**config.mk**
```make
export PLATFORM = sky130hd
export DESIGN_NAME = cross_bar_master_bridge
export DESIGN_NICKNAME = d
export VERILOG_FILES = /design/src/rtl/cross_bar_master_bridge.sv
export SDC_FILE = /design/constraint.sdc
export NUM_CORES = 1
export LEC_CHECK = 0
export ABC_AREA = 0
export CORE_ASPECT_RATIO = 1.2
export CORE_MARGIN = 2
export CORE_UTILIZATION = 40
export DETAILED_ROUTE_END_ITERATION = 6
export GPL_TIMING_DRIVEN = 1
export PLACE_DENSITY = 0.61
export SLEW_MARGIN = 10
export SYNTH_ARGS = -nofsm -noshare
export SYNTH_HDL_FRONTEND = slang
export SYNTH_SLANG_ARGS = --single-unit
```
**constraint.sdc**
```tcl
create_clock -name aclk -period 6.1 [get_ports aclk]
set_input_delay 0.915 -clock aclk [delete_from_list [all_inputs] [get_ports aclk]]
set_output_delay 0.915 -clock aclk [all_outputs]
set_load 0.005 [all_outputs]
```
**src/rtl/cross_bar_master_bridge.sv**
```systemverilog
// Crossbar master bridge: queues requester commands in a small FIFO, runs them one at a
// time on the crossbar master port and returns each completion on a response stream.
module cross_bar_master_bridge #(
    parameter int DWIDTH = 32,
    parameter int AWIDTH = 32,
    parameter int DEPTH  = 4
) (
    input  logic                   aclk,
    input  logic                   areset,
    input  logic                   s_valid,
    output logic                   s_ready,
    input  logic [AWIDTH-1:0]      s_addr,
    input  logic                   s_cmd,
    input  logic [DWIDTH-1:0]      s_wdata,
    output logic                   m_req,
    output logic [AWIDTH-1:0]      m_addr,
    output logic                   m_cmd,
    output logic [DWIDTH-1:0]      m_wdata,
    input  logic                   m_ack,
    input  logic [DWIDTH-1:0]      m_rdata,
    input  logic                   m_resp,
    output logic                   r_valid,
    input  logic                   r_ready,
    output logic [DWIDTH-1:0]      r_rdata,
    output logic                   r_cmd,
    output logic                   r_resp,
    output logic [$clog2(DEPTH):0] fifo_count
);
    localparam int PW = $clog2(DEPTH);
    localparam int EW = AWIDTH + 1 + DWIDTH;
    localparam logic [PW:0] FULL_COUNT = (PW + 1)'(DEPTH);

    typedef enum logic [1:0] {IDLE, REQ, RESP, HOLD} state_t;

    // Command FIFO storage and bookkeeping
    logic [EW-1:0]     mem [DEPTH];
    logic [PW-1:0]     wr_ptr_reg;
    logic [PW-1:0]     rd_ptr_reg;
    logic [PW:0]       count_reg;
    logic [PW:0]       count_next;
    logic              push;
    logic              pop;
    logic [AWIDTH-1:0] head_addr;
    logic              head_cmd;
    logic [DWIDTH-1:0] head_wdata;

    // Controller state and registered outputs
    state_t            state_reg;
    state_t            state_next;
    logic              m_req_reg;
    logic              m_req_next;
    logic [AWIDTH-1:0] m_addr_reg;
    logic [AWIDTH-1:0] m_addr_next;
    logic              m_cmd_reg;
    logic              m_cmd_next;
    logic [DWIDTH-1:0] m_wdata_reg;
    logic [DWIDTH-1:0] m_wdata_next;
    logic              echo_cmd_reg;
    logic              echo_cmd_next;
    logic              r_valid_reg;
    logic              r_valid_next;
    logic [DWIDTH-1:0] r_rdata_reg;
    logic [DWIDTH-1:0] r_rdata_next;
    logic              r_cmd_reg;
    logic              r_cmd_next;
    logic              r_resp_reg;
    logic              r_resp_next;

    assign s_ready    = (count_reg != FULL_COUNT);
    assign push       = s_valid && s_ready;
    assign fifo_count = count_reg;

    // Head is read asynchronously so IDLE can load the request fields in a single cycle.
    assign {head_addr, head_cmd, head_wdata} = mem[rd_ptr_reg];

    always_ff @(posedge aclk) begin
        if (push) begin
            mem[wr_ptr_reg] <= {s_addr, s_cmd, s_wdata};
        end
    end

    always_comb begin
        count_next = count_reg;
        case ({push, pop})
            2'b10:   count_next = count_reg + (PW + 1)'(1);
            2'b01:   count_next = count_reg - (PW + 1)'(1);
            default: count_next = count_reg;
        endcase
    end

    always_ff @(posedge aclk) begin
        if (areset) begin
            wr_ptr_reg <= '0;
            rd_ptr_reg <= '0;
            count_reg  <= '0;
        end else begin
            if (push) begin
                wr_ptr_reg <= wr_ptr_reg + PW'(1);
            end
            if (pop) begin
                rd_ptr_reg <= rd_ptr_reg + PW'(1);
            end
            count_reg <= count_next;
        end
    end

    always_comb begin
        state_next    = state_reg;
        pop           = 1'b0;
        m_req_next    = m_req_reg;
        m_addr_next   = m_addr_reg;
        m_cmd_next    = m_cmd_reg;
        m_wdata_next  = m_wdata_reg;
        echo_cmd_next = echo_cmd_reg;
        r_valid_next  = r_valid_reg;
        r_rdata_next  = r_rdata_reg;
        r_cmd_next    = r_cmd_reg;
        r_resp_next   = r_resp_reg;
        case (state_reg)
            IDLE: begin
                if (count_reg != '0) begin
                    state_next   = REQ;
                    m_req_next   = 1'b1;
                    m_addr_next  = head_addr;
                    m_cmd_next   = head_cmd;
                    m_wdata_next = head_wdata;
                end
            end
            REQ: begin
                if (m_ack) begin
                    pop           = 1'b1;
                    echo_cmd_next = head_cmd;
                    m_req_next    = 1'b0;
                    state_next    = RESP;
                end
            end
            RESP: begin
                // Crossbar return data is only valid in the cycle after the ack.
                r_rdata_next = m_rdata;
                r_resp_next  = m_resp;
                r_cmd_next   = echo_cmd_reg;
                r_valid_next = 1'b1;
                state_next   = HOLD;
            end
            HOLD: begin
                if (r_ready) begin
                    r_valid_next = 1'b0;
                    state_next   = IDLE;
                end
            end
            default: begin
                state_next = IDLE;
            end
        endcase
    end

    always_ff @(posedge aclk) begin
        if (areset) begin
            state_reg    <= IDLE;
            m_req_reg    <= 1'b0;
            m_addr_reg   <= '0;
            m_cmd_reg    <= 1'b0;
            m_wdata_reg  <= '0;
            echo_cmd_reg <= 1'b0;
            r_valid_reg  <= 1'b0;
            r_rdata_reg  <= '0;
            r_cmd_reg    <= 1'b0;
            r_resp_reg   <= 1'b0;
        end else begin
            state_reg    <= state_next;
            m_req_reg    <= m_req_next;
            m_addr_reg   <= m_addr_next;
            m_cmd_reg    <= m_cmd_next;
            m_wdata_reg  <= m_wdata_next;
            echo_cmd_reg <= echo_cmd_next;
            r_valid_reg  <= r_valid_next;
            r_rdata_reg  <= r_rdata_next;
            r_cmd_reg    <= r_cmd_next;
            r_resp_reg   <= r_resp_next;
        end
    end

    assign m_req   = m_req_reg;
    assign m_addr  = m_addr_reg;
    assign m_cmd   = m_cmd_reg;
    assign m_wdata = m_wdata_reg;
    assign r_valid = r_valid_reg;
    assign r_rdata = r_rdata_reg;
    assign r_cmd   = r_cmd_reg;
    assign r_resp  = r_resp_reg;

endmodule
```
==> run_results.csv <==
group,metric,value,unit
status,status,"completed",
sta,finalHoldViolCount,0,
power_and_ir_drop,irDropWorstVdd,201,uV
worst_setup_path,endpoint_kind,"primary output",
final_layout,largest_reg_flops,260,
placement,place.gp.congestion,0.680,
sta,rsz0062_at_grt,"false",
final_layout,final_cell_mix,"260 x edfxtp_1, 207 x clkdlybuf4s50_1, 111 x dfxtp_1, 65 x mux4_2, 65 x a22o_1",
route,drtPass1Iterations,4,
clock_tree,clkLatencyLatePin,0.52,ns
job,drv_cap,0,
sta,period_share,47.8,%
worst_setup_path,critPathLaunchType,"flop",
die,core,33000,um^2
global_route,grt_pass1_vias,7248,
final_layout,final_cells,1365,
clock_tree,cts_tree,"yes",
worst_setup_path,crit_required,5.18,ns
synthesis,synth_top_area_cell,"edfxtp_1",
clock_tree,cts-htree-levels,2,
min_path,holdPathEnd,"echo_cmd_reg$_SDFFE_PP0P_",
die,ios,208,
final_layout,diodes,0,
placement,placedCellCount,1298,
final_layout,drive_gt1_share,15.1,%
final_layout,syn2layout_area_growth,27.7,%
worst_setup_path,r2r_end,"echo_cmd_reg$_SDFFE_PP0P_",
synthesis,async_flop_share,0,%
min_path,hp-start,"echo_cmd_reg$_SDFFE_PP0P_",
synthesis,synth_area,13300,um^2
power_and_ir_drop,power_density,409,nW/um^2
sta,tightestPinTransition,1.11,ns
route,drt_wl_total,27.2,mm
global_route,grt_usage,15.8,%
sta,slew_headroom,26.0,%
worst_setup_path,crit_family,"buffers and inverters",
clock_tree,cts_buffer_depth,3,
global_route,grt_max_degree,66,
synthesis,yosys_warnings,0,
synthesis,syn_area_per_cell,19.7,um^2
synthesis,syn_inst,676,
synthesis,synth_cell_type_count,33,
worst_setup_path,r2r_slack,3.67,ns
synthesis,ys_seq_elements,373,
route,route.detailed.drc,0,
clock_tree,cts_resized,0,
sta,fmax,0.343,GHz
global_route,antenna_found_initial,0,
die,row_count,73,
synthesis,synth_edf_count,260,
worst_setup_path,worstPathMaxFanout,10,
sta,skew,0.0227,ns
placement,hpwl,15.6,mm
route,ant_nets,0,
worst_setup_path,critPathArrivalTime,2.00,ns
power_and_ir_drop,p_leak,0.00560,uW
worst_setup_path,crit_chain,"or3b_1 > clkdlybuf4s50_1",
clock_tree,cts_made_buffers,37,
synthesis,synth_top_cell_area_share,58.7,%
placement,io_buffers,207,
clock_tree,ctsRootBufferMaster,"clkbuf_16",
die,die_w,170,um
min_path,hold_path_depth,2,
global_route,grt_pass1_wl,41.6,mm
die,start_util,40.3,%
worst_setup_path,worst_path_largest_cell_delay,0.53,ns
clock_tree,hold_buffers,0,
clock_tree,cts_setup_buffers,0,
route,viasPerCell,4.97,
final_layout,regMostFlops,"mem",
clock_tree,path_clk_slew,0.06,ns
worst_setup_path,crit_buf_inv,1,
clock_tree,clkSinkCount,373,
synthesis,seq_area_frac_synth,75.8,%
route,drt-initial-drc-count,382,
route,routedWlPerCell,19.9,um
route,vias,6778,
synthesis,synthFlopType,"edfxtp_1",
global_route,gr-total-overflow,0,
synthesis,syn_nets,790,
final_layout,layout_commonest_cell,"edfxtp_1",
sta,period_minus_slack,2.92,ns
worst_setup_path,critical_path_class,"reg -> out",
sta,setup_viol,0,
final_layout,nets,1001,
worst_setup_path,reg2reg_depth,4,
sta,tns,0,ns
die,dieArea,34700,um^2
die,die_h,204,um
final_layout,nFillCells,2706,
min_path,hold_path.class,"reg -> reg",
sta,slew_viol_final,0,
synthesis,ys_top_cells_by_area,"edfxtp_1 59%, dfxtp_1 17%, mux4_2 11%, a22o_1 4.3%, mux2i_1 2.6%",
worst_setup_path,critPathSlowestCell,"clkdlybuf4s50_1",
-- how the worst max path moves through the flow --
stage / startpoint / to / slack (ns) / depth (start not counted)
after global placement: areset / m_wdata[27]$_SDFFE_PP0P_ / 3.09 / 6
after global routing: fifo_count[2]$_SDFFE_PP0P_ / s_ready / 3.08 / 2
final: fifo_count[2]$_SDFFE_PP0P_ / s_ready / 3.18 / 2
after detailed placement: areset / m_wdata[23]$_SDFFE_PP0P_ / 3.07 / 6
after CTS: fifo_count[2]$_SDFFE_PP0P_ / s_ready / 3.14 / 2
after floorplan: s_valid / mem[2][0]$_DFFE_PP_ / 2.92 / 2
-- logic make-up after synthesis --
logic type                 count (synthesis)  synth area share (%)
xor gates and xnor gates                   4                 0.264
and+or+nand+nor                           63                  2.13
adders and majority gates                 11                  1.09
DFF                                      373                  75.8
buffers and inverters                     45                  2.07
AOI/OAI and AO/OA                         80                  5.05
muxes                                    100                  13.6
-- layout make-up --
| class | count | area [um^2] | share of cell area (%) |
|---|---|---|---|
| timing repair buffer | 211 | 2100 | 12.4 |
| clock inverter | 15 | 164 | 0.966 |
| inverter | 6 | 22.5 | 0.133 |
| clock buffer | 52 | 1070 | 6.28 |
| sequential | 373 | 10100 | 59.4 |
| multi-input combinational | 258 | 2980 | 17.6 |
| tap | 450 | 563 | 3.32 |
-- report_power, final --
group	leakage [uW]	internal (uW)	total [uW]	switching [uW]
registers	0.00331	3060	3290	233
logic	0.00168	813	1370	560
clock network	0.000610	1350	2280	923
-- worst min-delay path: cells and delay by family (launching register included) --
kind,cells,cell delay (ns)
AOI/OAI and AO/OA,1,0.06
DFF,1,0.31
and+or+nand+nor,1,0.05
-- stage by stage --
| step | area [um^2] | util, % | setup WS (ns) | power [uW] | hold slack [ns] |
|---|---|---|---|---|---|
| 2_1_floorplan | 13300 | - | 2.92 | 4030 | 0.436 |
| 3_3_place_gp | 15700 | 47.7 | 3.09 | 4740 | 0.462 |
| 3_5_place_dp | 15700 | 47.7 | 3.07 | 4750 | 0.458 |
| 4_1_cts | 17000 | 51.5 | 3.14 | 7050 | 0.466 |
| 5_1_grt | 17000 | 51.5 | 3.08 | 7270 | 0.499 |
| 6_report | 17000 | 51.5 | 3.18 | 6950 | 0.466 |
-- cells in the mapped netlist (3+ instances only) --
| library cell | number |
|---|---|
| ha_1 | 10 |
| mux2i_1 | 35 |
| a21oi_1 | 6 |
| edfxtp_1 | 260 |
| inv_1 | 6 |
| dfxtp_1 | 113 |
| clkbuf_1 | 8 |
| buf_6 | 11 |
| nor2_1 | 42 |
| mux4_2 | 65 |
| buf_1 | 3 |
| buf_2 | 16 |
| a22o_1 | 65 |
| and3_1 | 4 |
| xor2_1 | 3 |
| nand3_1 | 4 |
| nor2b_1 | 3 |
| nand2_1 | 4 |
-- routing by layer --
layer	vias up	track usage, %	wire length (um)
li1	3119	-	-
met1	3473	20.0	11600
met2	161	27.7	14100
met3	25	3.05	1160
met4	0	4.06	382
met5	-	0	0
No activity file was read; power rests on OpenSTA's default activity.
